[config.mk]
export PLATFORM = sky130hd
export DESIGN_NAME = uart_rx
export DESIGN_NICKNAME = d
export VERILOG_FILES = /design/src/rtl/uart_rx.sv
export SDC_FILE = /design/constraint.sdc
export NUM_CORES = 1
export LEC_CHECK = 0
export CAP_MARGIN = 20
export CORE_MARGIN = 5
export CORE_UTILIZATION = 45
export DETAILED_ROUTE_END_ITERATION = 10
export GPL_TIMING_DRIVEN = 0
export PLACE_DENSITY = 0.66
export SYNTH_ARGS = -nofsm -noshare
export SYNTH_HDL_FRONTEND = slang
export SYNTH_SLANG_ARGS = --single-unit
[constraint.sdc]
create_clock -name CLK -period 3.6 [get_ports CLK]
set_input_delay 0.72 -clock CLK [delete_from_list [all_inputs] [get_ports CLK]]
set_output_delay 0.72 -clock CLK [all_outputs]
set_load 0.01 [all_outputs]
[src/rtl/uart_rx.sv]
// uart_rx: oversampling UART receiver with start/parity/stop validation.
// Build option: define UART_RX_MAJORITY_EN for 2-of-3 majority voting of each bit.
module uart_rx #(
    parameter int DATA_WIDTH     = 8,
    parameter int PRESCALE_WIDTH = 6
) (
    input  logic                      CLK,
    input  logic                      RST,
    input  logic                      RX_IN,
    input  logic                      PAR_EN,
    input  logic                      PAR_TYP,
    input  logic [PRESCALE_WIDTH-1:0] Prescale,
    output logic [DATA_WIDTH-1:0]     P_DATA,
    output logic                      data_valid,
    output logic                      Parity_Error,
    output logic                      Stop_Error
);
    localparam int BCW = (DATA_WIDTH > 1) ? $clog2(DATA_WIDTH) : 1;
    localparam logic [BCW-1:0] LAST_BIT = BCW'(DATA_WIDTH - 1);

    typedef enum logic [2:0] {
        IDLE   = 3'd0,
        START  = 3'd1,
        DATA   = 3'd2,
        PARITY = 3'd3,
        STOP   = 3'd4
    } state_t;

    function automatic logic parity_calc(input logic [DATA_WIDTH-1:0] data, input logic odd);
        return (^data) ^ odd;
    endfunction

`ifdef UART_RX_MAJORITY_EN
    function automatic logic majority3(input logic a, input logic b, input logic c);
        return (a & b) | (a & c) | (b & c);
    endfunction
`endif

    state_t                    state_r, state_nxt_s;
    logic [PRESCALE_WIDTH-1:0] edge_cnt_r, presc_r;
    logic [PRESCALE_WIDTH-1:0] half_s, last_s;
    logic [BCW-1:0]            bit_cnt_r;
    logic [DATA_WIDTH-1:0]     shift_r;
    logic                      par_en_r, par_typ_r, frame_bad_r;
    logic                      samp_mid_r, bit_r, bit_s;
    logic                      at_mid_s, at_late_s, at_last_s, par_err_s, frame_start_s;
`ifdef UART_RX_MAJORITY_EN
    logic                      samp_early_r;
    logic                      at_early_s;
`endif

    assign half_s        = presc_r >> 1;
    assign last_s        = presc_r - PRESCALE_WIDTH'(1);
    assign at_mid_s      = (edge_cnt_r == half_s);
    assign at_late_s     = (edge_cnt_r == (half_s + PRESCALE_WIDTH'(1)));
    assign at_last_s     = (edge_cnt_r == last_s);
    assign frame_start_s = (state_r == IDLE) && !RX_IN;
`ifdef UART_RX_MAJORITY_EN
    assign at_early_s    = (edge_cnt_r == (half_s - PRESCALE_WIDTH'(1)));
`endif

    // Bit resolution, next-state and parity-check decode.
    always_comb begin
        state_nxt_s = state_r;
`ifdef UART_RX_MAJORITY_EN
        bit_s       = majority3(samp_early_r, samp_mid_r, RX_IN);
`else
        bit_s       = samp_mid_r;
`endif
        par_err_s   = 1'b0;
        case (state_r)
            IDLE: begin
                if (!RX_IN) state_nxt_s = START;
                else        state_nxt_s = IDLE;
            end
            START: begin
                if (at_late_s && bit_s) state_nxt_s = IDLE;
                else if (at_last_s)     state_nxt_s = DATA;
                else                    state_nxt_s = START;
            end
            DATA: begin
                if (at_last_s && (bit_cnt_r == LAST_BIT)) state_nxt_s = par_en_r ? PARITY : STOP;
                else                                      state_nxt_s = DATA;
            end
            PARITY: begin
                if (at_last_s) begin
                    state_nxt_s = STOP;
                    par_err_s   = (bit_r != parity_calc(shift_r, par_typ_r));
                end else begin
                    state_nxt_s = PARITY;
                end
            end
            STOP: begin
                if (at_last_s) state_nxt_s = IDLE;
                else           state_nxt_s = STOP;
            end
            default: state_nxt_s = IDLE;
        endcase
    end

    // FSM state register.
    always_ff @(posedge CLK or negedge RST) begin
        if (!RST) state_r <= IDLE;
        else      state_r <= state_nxt_s;
    end

    // Bit timing counters and per-frame configuration capture.
    always_ff @(posedge CLK or negedge RST) begin
        if (!RST) begin
            edge_cnt_r  <= '0;
            bit_cnt_r   <= '0;
            presc_r     <= '0;
            par_en_r    <= 1'b0;
            par_typ_r   <= 1'b0;
            frame_bad_r <= 1'b0;
        end else begin
            if (state_nxt_s == IDLE)    edge_cnt_r <= '0;
            else if (state_r == IDLE)   edge_cnt_r <= PRESCALE_WIDTH'(1);
            else if (at_last_s)         edge_cnt_r <= '0;
            else                        edge_cnt_r <= edge_cnt_r + PRESCALE_WIDTH'(1);

            if (frame_start_s) begin
                presc_r     <= Prescale;
                par_en_r    <= PAR_EN;
                par_typ_r   <= PAR_TYP;
                frame_bad_r <= 1'b0;
                bit_cnt_r   <= '0;
            end else if (state_r == DATA && at_last_s) begin
                bit_cnt_r   <= (bit_cnt_r == LAST_BIT) ? '0 : bit_cnt_r + BCW'(1);
            end
            if (par_err_s) frame_bad_r <= 1'b1;
        end
    end

    // Line sampling and payload assembly (LSB first).
    always_ff @(posedge CLK or negedge RST) begin
        if (!RST) begin
            samp_mid_r   <= 1'b0;
            bit_r        <= 1'b0;
            shift_r      <= '0;
`ifdef UART_RX_MAJORITY_EN
            samp_early_r <= 1'b0;
`endif
        end else if (state_r != IDLE) begin
            if (at_mid_s)   samp_mid_r <= RX_IN;
`ifdef UART_RX_MAJORITY_EN
            if (at_early_s) samp_early_r <= RX_IN;
`endif
            if (at_late_s) begin
                bit_r <= bit_s;
                if (state_r == DATA) shift_r[bit_cnt_r] <= bit_s;
            end
        end
    end

    // Registered outputs; error and valid flags are single-cycle pulses.
    always_ff @(posedge CLK or negedge RST) begin
        if (!RST) begin
            P_DATA       <= '0;
            data_valid   <= 1'b0;
            Parity_Error <= 1'b0;
            Stop_Error   <= 1'b0;
        end else begin
            data_valid   <= 1'b0;
            Stop_Error   <= 1'b0;
            Parity_Error <= par_err_s;
            if (state_r == STOP && at_last_s) begin
                if (!bit_r) begin
                    Stop_Error <= 1'b1;
                end else if (!frame_bad_r) begin
                    P_DATA     <= shift_r;
                    data_valid <= 1'b1;
                end
            end
        end
    end
endmodule

==> impl_metrics.toml <==
[status]
status = "finished, final reports clean"

[logic_synthesis]
ys_seq_elements = 42
syn_area_sq_um = 2290
ys_warn_count = 0
syn_nets = 237
synth_edf_count = 0
avgSynthCellArea_sq_um = 10.4
seq_area_frac_synth = 0.460
async_flop_share = 1.00
ys.flop_type = "dfrtp_1"
netlist_instances = 220
synth_cell_types = 40

[floorplan]
die_w_microns = 81.3
rows = 26
start_util = 0.457
dieArea_sq_um = 6610
io_pins = 22
die_h_microns = 81.3
core_area_sq_um = 5010

[layout]
regArea_sq_um = 1050
final_util = 0.543
nFillCells = 486
stdcell_count = 321
nets = 267
drive_gt1_frac = 0.151
multi_input_area_sq_um = 1140
area_delta_synth_final_pct = 18.9
fin_area_sq_um = 2720
antenna_cells = 0

[sta]
fin_crit_ns = 2.92
tightest_slew_ns = 0.727
fin_hold_ws_ns = 0.333
min_period_over_period = 0.811
rsz0062_at_grt = "false"
fin_setup_tns_ns = 0
hold_viol = 0
drv_slew = 0
final.setup_skew_ns = 0.00494
max-slew-margin-rel = 0.511
fmaxAchievable_ghz = 0.343
setup_viol = 0

[global_route]
grt_pass1_wl_microns = 7270
grt_max_degree = 29
grt_antenna_before_repair = 0
grt.total_usage = 0.145
first_global_vias = 1600
overflow = 0

[detailed_routing]
postRouteAntennaNets = 0
routed-via-count = 1687
detail_route.wl_per_cell_microns = 13.7
first_iter_violations = 108
drt-pass1-iter-count = 4
drc = 0
viasPerCell = 5.26
finalWirelength_microns = 4380

[power]
seqPwrFrac = 0.363
p_int_mw = 1.16
switching_share = 0.381
p_comb_frac = 0.439
p_leak_nw = 1.18
p_sw_uw = 712
p_per_area_nw_per_um2 = 688
p_clk_frac = 0.198
irDropWorstVdd_v = 0.000316

[placement]
hpwl_microns = 3240
gp_congestion = 0.814
placed_area_sq_um = 2610
dp_cells = 313
io_buffers = 21

[setup_path]
rrSetupSlack_ns = 0.68
r2r-start = "presc_r[2]$_DFFE_PN0P_"
worstPathArrival_ns = 3.10
r2r.worst_path.cells = 9
cp.required_ns = 3.79
critical_path_class = "register to register"
path_max_fanout = 10
cp-start-kind = "register"
rr_endpoint = "P_DATA[4]$_DFFE_PN0P_"
worstSetupEndpointType = "register"

[clock_tree]
clk-insertion-delay-late_ns = 0.30
holdBufCountCts = 0
ctsLongestPathBuffers = 2
ctsResizeCount = 0
path_clk_slew_ns = 0.08
cts_buffers = 5
cts.sinks = 42
ctsHtreeMaxLevel = 2
root_buffer = "clkbuf_8"
cts_tree = "done"
cts_setup_buffers = 0

[run]
drv_cap = 0

[worst_hold_path]
min_path_type = "input port to asynchronous set/reset pin"
-- layout by cell type, fill, tap and decap left out, types with 3 or more instances in the layout --
master / netlist / layout
nor3_1: 4 / 4
clkdlybuf4s50_1: 0 / 20
nand2b_1: 4 / 4
clkbuf_1: 7 / 8
nor4_1: 10 / 10
nor2_1: 15 / 15
o21ai_0: 11 / 11
nor2b_1: 3 / 3
xnor2_1: 18 / 18
xor2_1: 10 / 10
ha_1: 6 / 6
clkbuf_8: 0 / 5
dfrtp_1: 42 / 42
nand3_1: 5 / 5
nand2_1: 18 / 18
inv_1: 12 / 12
mux2_2: 23 / 23
-- power groups by stage --
stage                     logic [mW]  clock network (mW)  registers, mW
final                          0.821               0.371          0.679
after global routing           0.918               0.401          0.693
after CTS                      0.830               0.383          0.678
after detailed placement       0.828                   0          0.686
after global placement         0.801                   0          0.683
after floorplan                0.663                   0          0.659
-- routing by layer --
layer,global-route usage,up-vias,wire length [microns],share of wire
met3,0.0333,5,166,0.038
met4,0.0422,0,46,0.010
met5,0,-,0,0
li1,-,831,-,-
met2,0.235,37,2030,0.46
met1,0.194,814,2140,0.49
-- cell families after synthesis --
logic type | count (synthesis) | share of synthesized area
simple gates | 70 | 0.163
flops | 42 | 0.460
xor+xnor | 28 | 0.107
compound gates | 27 | 0.0771
mux | 24 | 0.118
buf+inv | 23 | 0.0427
fa+ha+maj | 6 | 0.0328
-- critical path, cell delays in order (launching register included) --
cell and delay, ns:
dfrtp_1 0.47, inv_1 0.13, ha_1 0.16, nor4b_1 0.33, xnor2_1 0.17, nand4_1 0.10
or2_1 0.25, buf_6 0.15, nor4b_4 0.63, mux2_2 0.41
-- worst max-delay path by stage --
stage | endpoint | from | cells after the start | slack (ns)
finish | P_DATA[4]$_DFFE_PN0P_ | presc_r[2]$_DFFE_PN0P_ | 9 | 0.68
global route | P_DATA[5]$_DFFE_PN0P_ | presc_r[2]$_DFFE_PN0P_ | 9 | 0.52
CTS | P_DATA[4]$_DFFE_PN0P_ | presc_r[2]$_DFFE_PN0P_ | 9 | 0.66
detailed placement | P_DATA[4]$_DFFE_PN0P_ | presc_r[2]$_DFFE_PN0P_ | 9 | 0.66
global placement | presc_r[2]$_DFFE_PN0P_ | RX_IN | 4 | 0.69
floorplan | P_DATA[0]$_DFFE_PN0P_ | presc_r[2]$_DFFE_PN0P_ | 9 | 1.07
-- Yosys cell counts (2+ instances only) --
cell type	count	area, sq um
dfrtp_1	42	1050
mux2_2	23	259
nand2_1	18	67.6
xnor2_1	18	158
nor2_1	15	56.3
inv_1	12	45.0
o21ai_0	11	55.1
nor4_1	10	62.6
xor2_1	10	87.6
clkbuf_1	7	26.3
ha_1	6	75.1
nand3_1	5	25.0
nand2b_1	4	25.0
nor3_1	4	20.0
nor2b_1	3	18.8
a21oi_1	2	10.0
a22o_1	2	17.5
a31oi_1	2	12.5
clkbuf_2	2	10.0
nor4b_1	2	17.5
o311ai_0	2	17.5
or3_1	2	12.5
-- sequential cells by signal, indices dropped and copies added (netlist names) --
name / cells
par_typ_r: 1
presc_r: 6
bit_s: 1
par_en_r: 1
shift_r: 8
data_valid: 1
Stop_Error: 1
state_r: 3
bit_r: 1
frame_bad_r: 1
bit_cnt_r: 3
P_DATA: 8
edge_cnt_r: 6
Parity_Error: 1
-- stage by stage --
stage / setup WS [ns] / power (mW)
floorplan: 1.07 / 1.32
global placement: 0.693 / 1.48
detailed placement: 0.664 / 1.51
CTS: 0.657 / 1.89
global route: 0.516 / 2.01
finish: 0.681 / 1.87
-- cell type report --
type,instances,share of cell area
plain buffers,11,0.0193
multi-input cells,155,0.419
repair buffers,23,0.0865
inverters,12,0.0166
clock buffers,6,0.0267
flip-flops and latches,42,0.386
well taps,70,0.0322
clock inverters,2,0.0138
Note: power is estimated with default switching activity, not from simulation.
==> RTL edit, RTL diff (config.mk and constraints unchanged) <==
The output `Parity_Error` loses its register stage (`Parity_Error` becomes a continuous assignment).
--- a/src/rtl/uart_rx.sv
+++ b/src/rtl/uart_rx.sv
@@ -160,3 +160,2 @@
             data_valid   <= 1'b0;
-            Parity_Error <= 1'b0;
             Stop_Error   <= 1'b0;
@@ -165,3 +164,2 @@
             Stop_Error   <= 1'b0;
-            Parity_Error <= par_err_s;
             if (state_r == STOP && at_last_s) begin
@@ -176,2 +174,4 @@
     end
+
+    assign Parity_Error = par_err_s;
 endmodule
Function: same outputs for any inputs over 10 cycles, from zero or initial values and one cycle with RST low; that may be too few to reach the edited logic, so the function may still have changed.
==> RTL edit against the unedited design <==
- worst setup slack lost 0.47 ns
- sequential power decreased by 2%
- cell count down 1.6%
- total power decreased by 3.0%
- register-to-register slack gained 0.07 ns
- routed wire length is 1.8% lower
- cell area down 1.5%
- sequential cell count down 1
- synthesized area is 1.1% lower
==> RTL edit: results (changes against the unedited design) <==
- Status: finished clean (unchanged)
- Yosys cell types: 40 (unchanged)
- Final setup TNS: 0 ns (unchanged)
- Synth Flop Type: dfrtp_1 (unchanged)
- Ys async rst share: 100% (unchanged)
- Placed Cells: 308 (was 313)
- HP Class: primary input to asynchronous set/reset pin (unchanged)
- Slew HR: 41.8% (was 51.1%)
- Initial antenna violation count: 0 (unchanged)
- Avg Cell Area, Syn: 10.3 µm² (was 10.4 µm²)
- Worst skew pair latency: between 0.2 and 0.3 ns
- Maximum vdd drop: 441 µV (was 316 µV)
- Total number of vias: 1629 (was 1687)
- DRT Pass-1 Iters: 4 (unchanged)
- Clk_skew: 0.00375 ns (was 0.00494 ns)
- NumNets Final: 265 (was 267)
- Final HPWL DP: 3.29 mm (was 3.24 mm)
- Final wirelength: 4.30 mm (was 4.38 mm)
- GPL Wtd Cong: 0.871 (was 0.814)
- Proportion of layout cells with a drive suffix above 1: 16.1% (was 15.1%)
- Clk root buf: clkbuf_8 (unchanged)
- CP max stage delay: 0.47 ns (was 0.63 ns)
- Worst Path Max Fanout: 10 (unchanged)
- Vias in the first global route: 1688 (was 1600)
- Top delay family on crit path: simple AND/OR/NAND/NOR gates (unchanged)
- Global-route wire length before repair: 7.83 mm (was 7.27 mm)
- Synth top cells by count: dfrtp_1 (41), mux2_2 (23), nand2_1 (18), xnor2_1 (18), nor2_1 (15) (was dfrtp_1 (42), mux2_2 (23), nand2_1 (18), xnor2_1 (18), nor2_1 (15))
- Clock buffer depth: 2 (unchanged)
- H-tree levels: 2 (unchanged)
- Post-place instance area: 2580 µm² (was 2610 µm²)
- All-Layer GR Usage: 15.7% (was 14.5%)
- Final Hold Fails: 0 (unchanged)
- Largest net degree at the start of global routing: 31 (was 29)
- Syn nets: 236 (was 237)
- Ranking of synthesized cells by area: dfrtp_1 (45%), mux2_2 (11%), xnor2_1 (7.0%), xor2_1 (3.9%), ha_1 (3.3%) (was dfrtp_1 (46%), mux2_2 (11%), xnor2_1 (6.9%), xor2_1 (3.8%), ha_1 (3.3%))
- DRT iter0 DRCs: 51 (was 108)
- Sequential-to-total area share from yosys stat: 45.4% (was 46.0%)
- Vias per cell: 5.16 (was 5.26)
- Biggest registers after layout: P_DATA (8), shift_r (8) (unchanged)
- Leakage power: 1.17 nW (was 1.18 nW)
- Register clock-pin slew on the reported worst setup and hold paths: 0.08 ns (about the same)
- Syn. warnings: 0 (unchanged)
- Total CTS buffers: 5 (unchanged)
- # Post-CTS Setup Buffers: 0 (unchanged)
- Antenna diode instance count: 0 (unchanged)
- Worst path slowest cell: dfrtp_1 (was nor4b_4)
- Buffers added on ports: 21 (unchanged)
==> RTL edit: per-stage QoR <==
stage / power, mW / hold WS (ns) / setup WS [ns]
after floorplan: 1.31 / 0.424 / 0.805
after CTS: 1.83 / 0.311 / 0.158
final: 1.81 / 0.305 / 0.214
after global routing: 1.97 / 0.317 / 0.0282
after global placement: 1.48 / 0.490 / 0.107
after detailed placement: 1.50 / 0.495 / 0.0781
==> RTL edit: path summary, 6_finish.rpt <==
kind / start / end / slack, ns / cells past startpoint
worst max register to register: presc_r[2] / P_DATA[0] / 0.75 / 9
worst min-delay path: RST / presc_r[4] / 0.31 / 1
max in group asynchronous: RST / shift_r[4] / 2.84 / 2
min in group CLK: bit_r / Stop_Error / 0.51 / 1
worst min register to register: bit_r / Stop_Error / 0.51 / 1
worst max-delay path: presc_r[2] / Parity_Error / 0.21 / 9
==> RTL edit: layout make-up <==
| cell class | count | area, µm² |
|---|---|---|
| plain buffers | 11 | 52.6 |
| clock buffers | 6 | 82.6 |
| clock inverters | 2 | 13.8 |
| fillers | 452 | 2140 |
| inverters | 12 | 45.0 |
| multi-input cells | 155 | 1150 |
| flip-flops and latches | 41 | 1030 |
| well taps | 67 | 83.8 |
| repair buffers | 22 | 224 |
==> RTL edit: cell families after synthesis <==
kind of cell,Yosys count,synth area share (%)
buffers and inverters,23,4.31
adder cells (fa/ha/maj),6,3.32
flip-flops,41,45.4
XOR/XNOR,28,10.8
multiplexers,24,11.9
AND/OR/NAND/NOR,70,16.5
AO/OA/AOI/OAI,27,7.80
==> RTL edit: timing repair <==
item / in CTS / in global routing
setup endpoints to repair: 1 / 0
gates resized for setup: 2 / 0
hold buffers: 0 / 0
==> RTL edit: where the power goes <==
part           switching [mW]  internal, mW
sequential              0.100         0.563
clock                   0.163         0.155
combinational           0.458         0.375
total                   0.721          1.09
==> RTL edit: layer usage <==
metal  routed length (µm)  GRT usage [%]
met1                 2220           21.4
met2                 1920           23.2
met3                  118           4.10
met4                   47           7.26
met5                    0              0
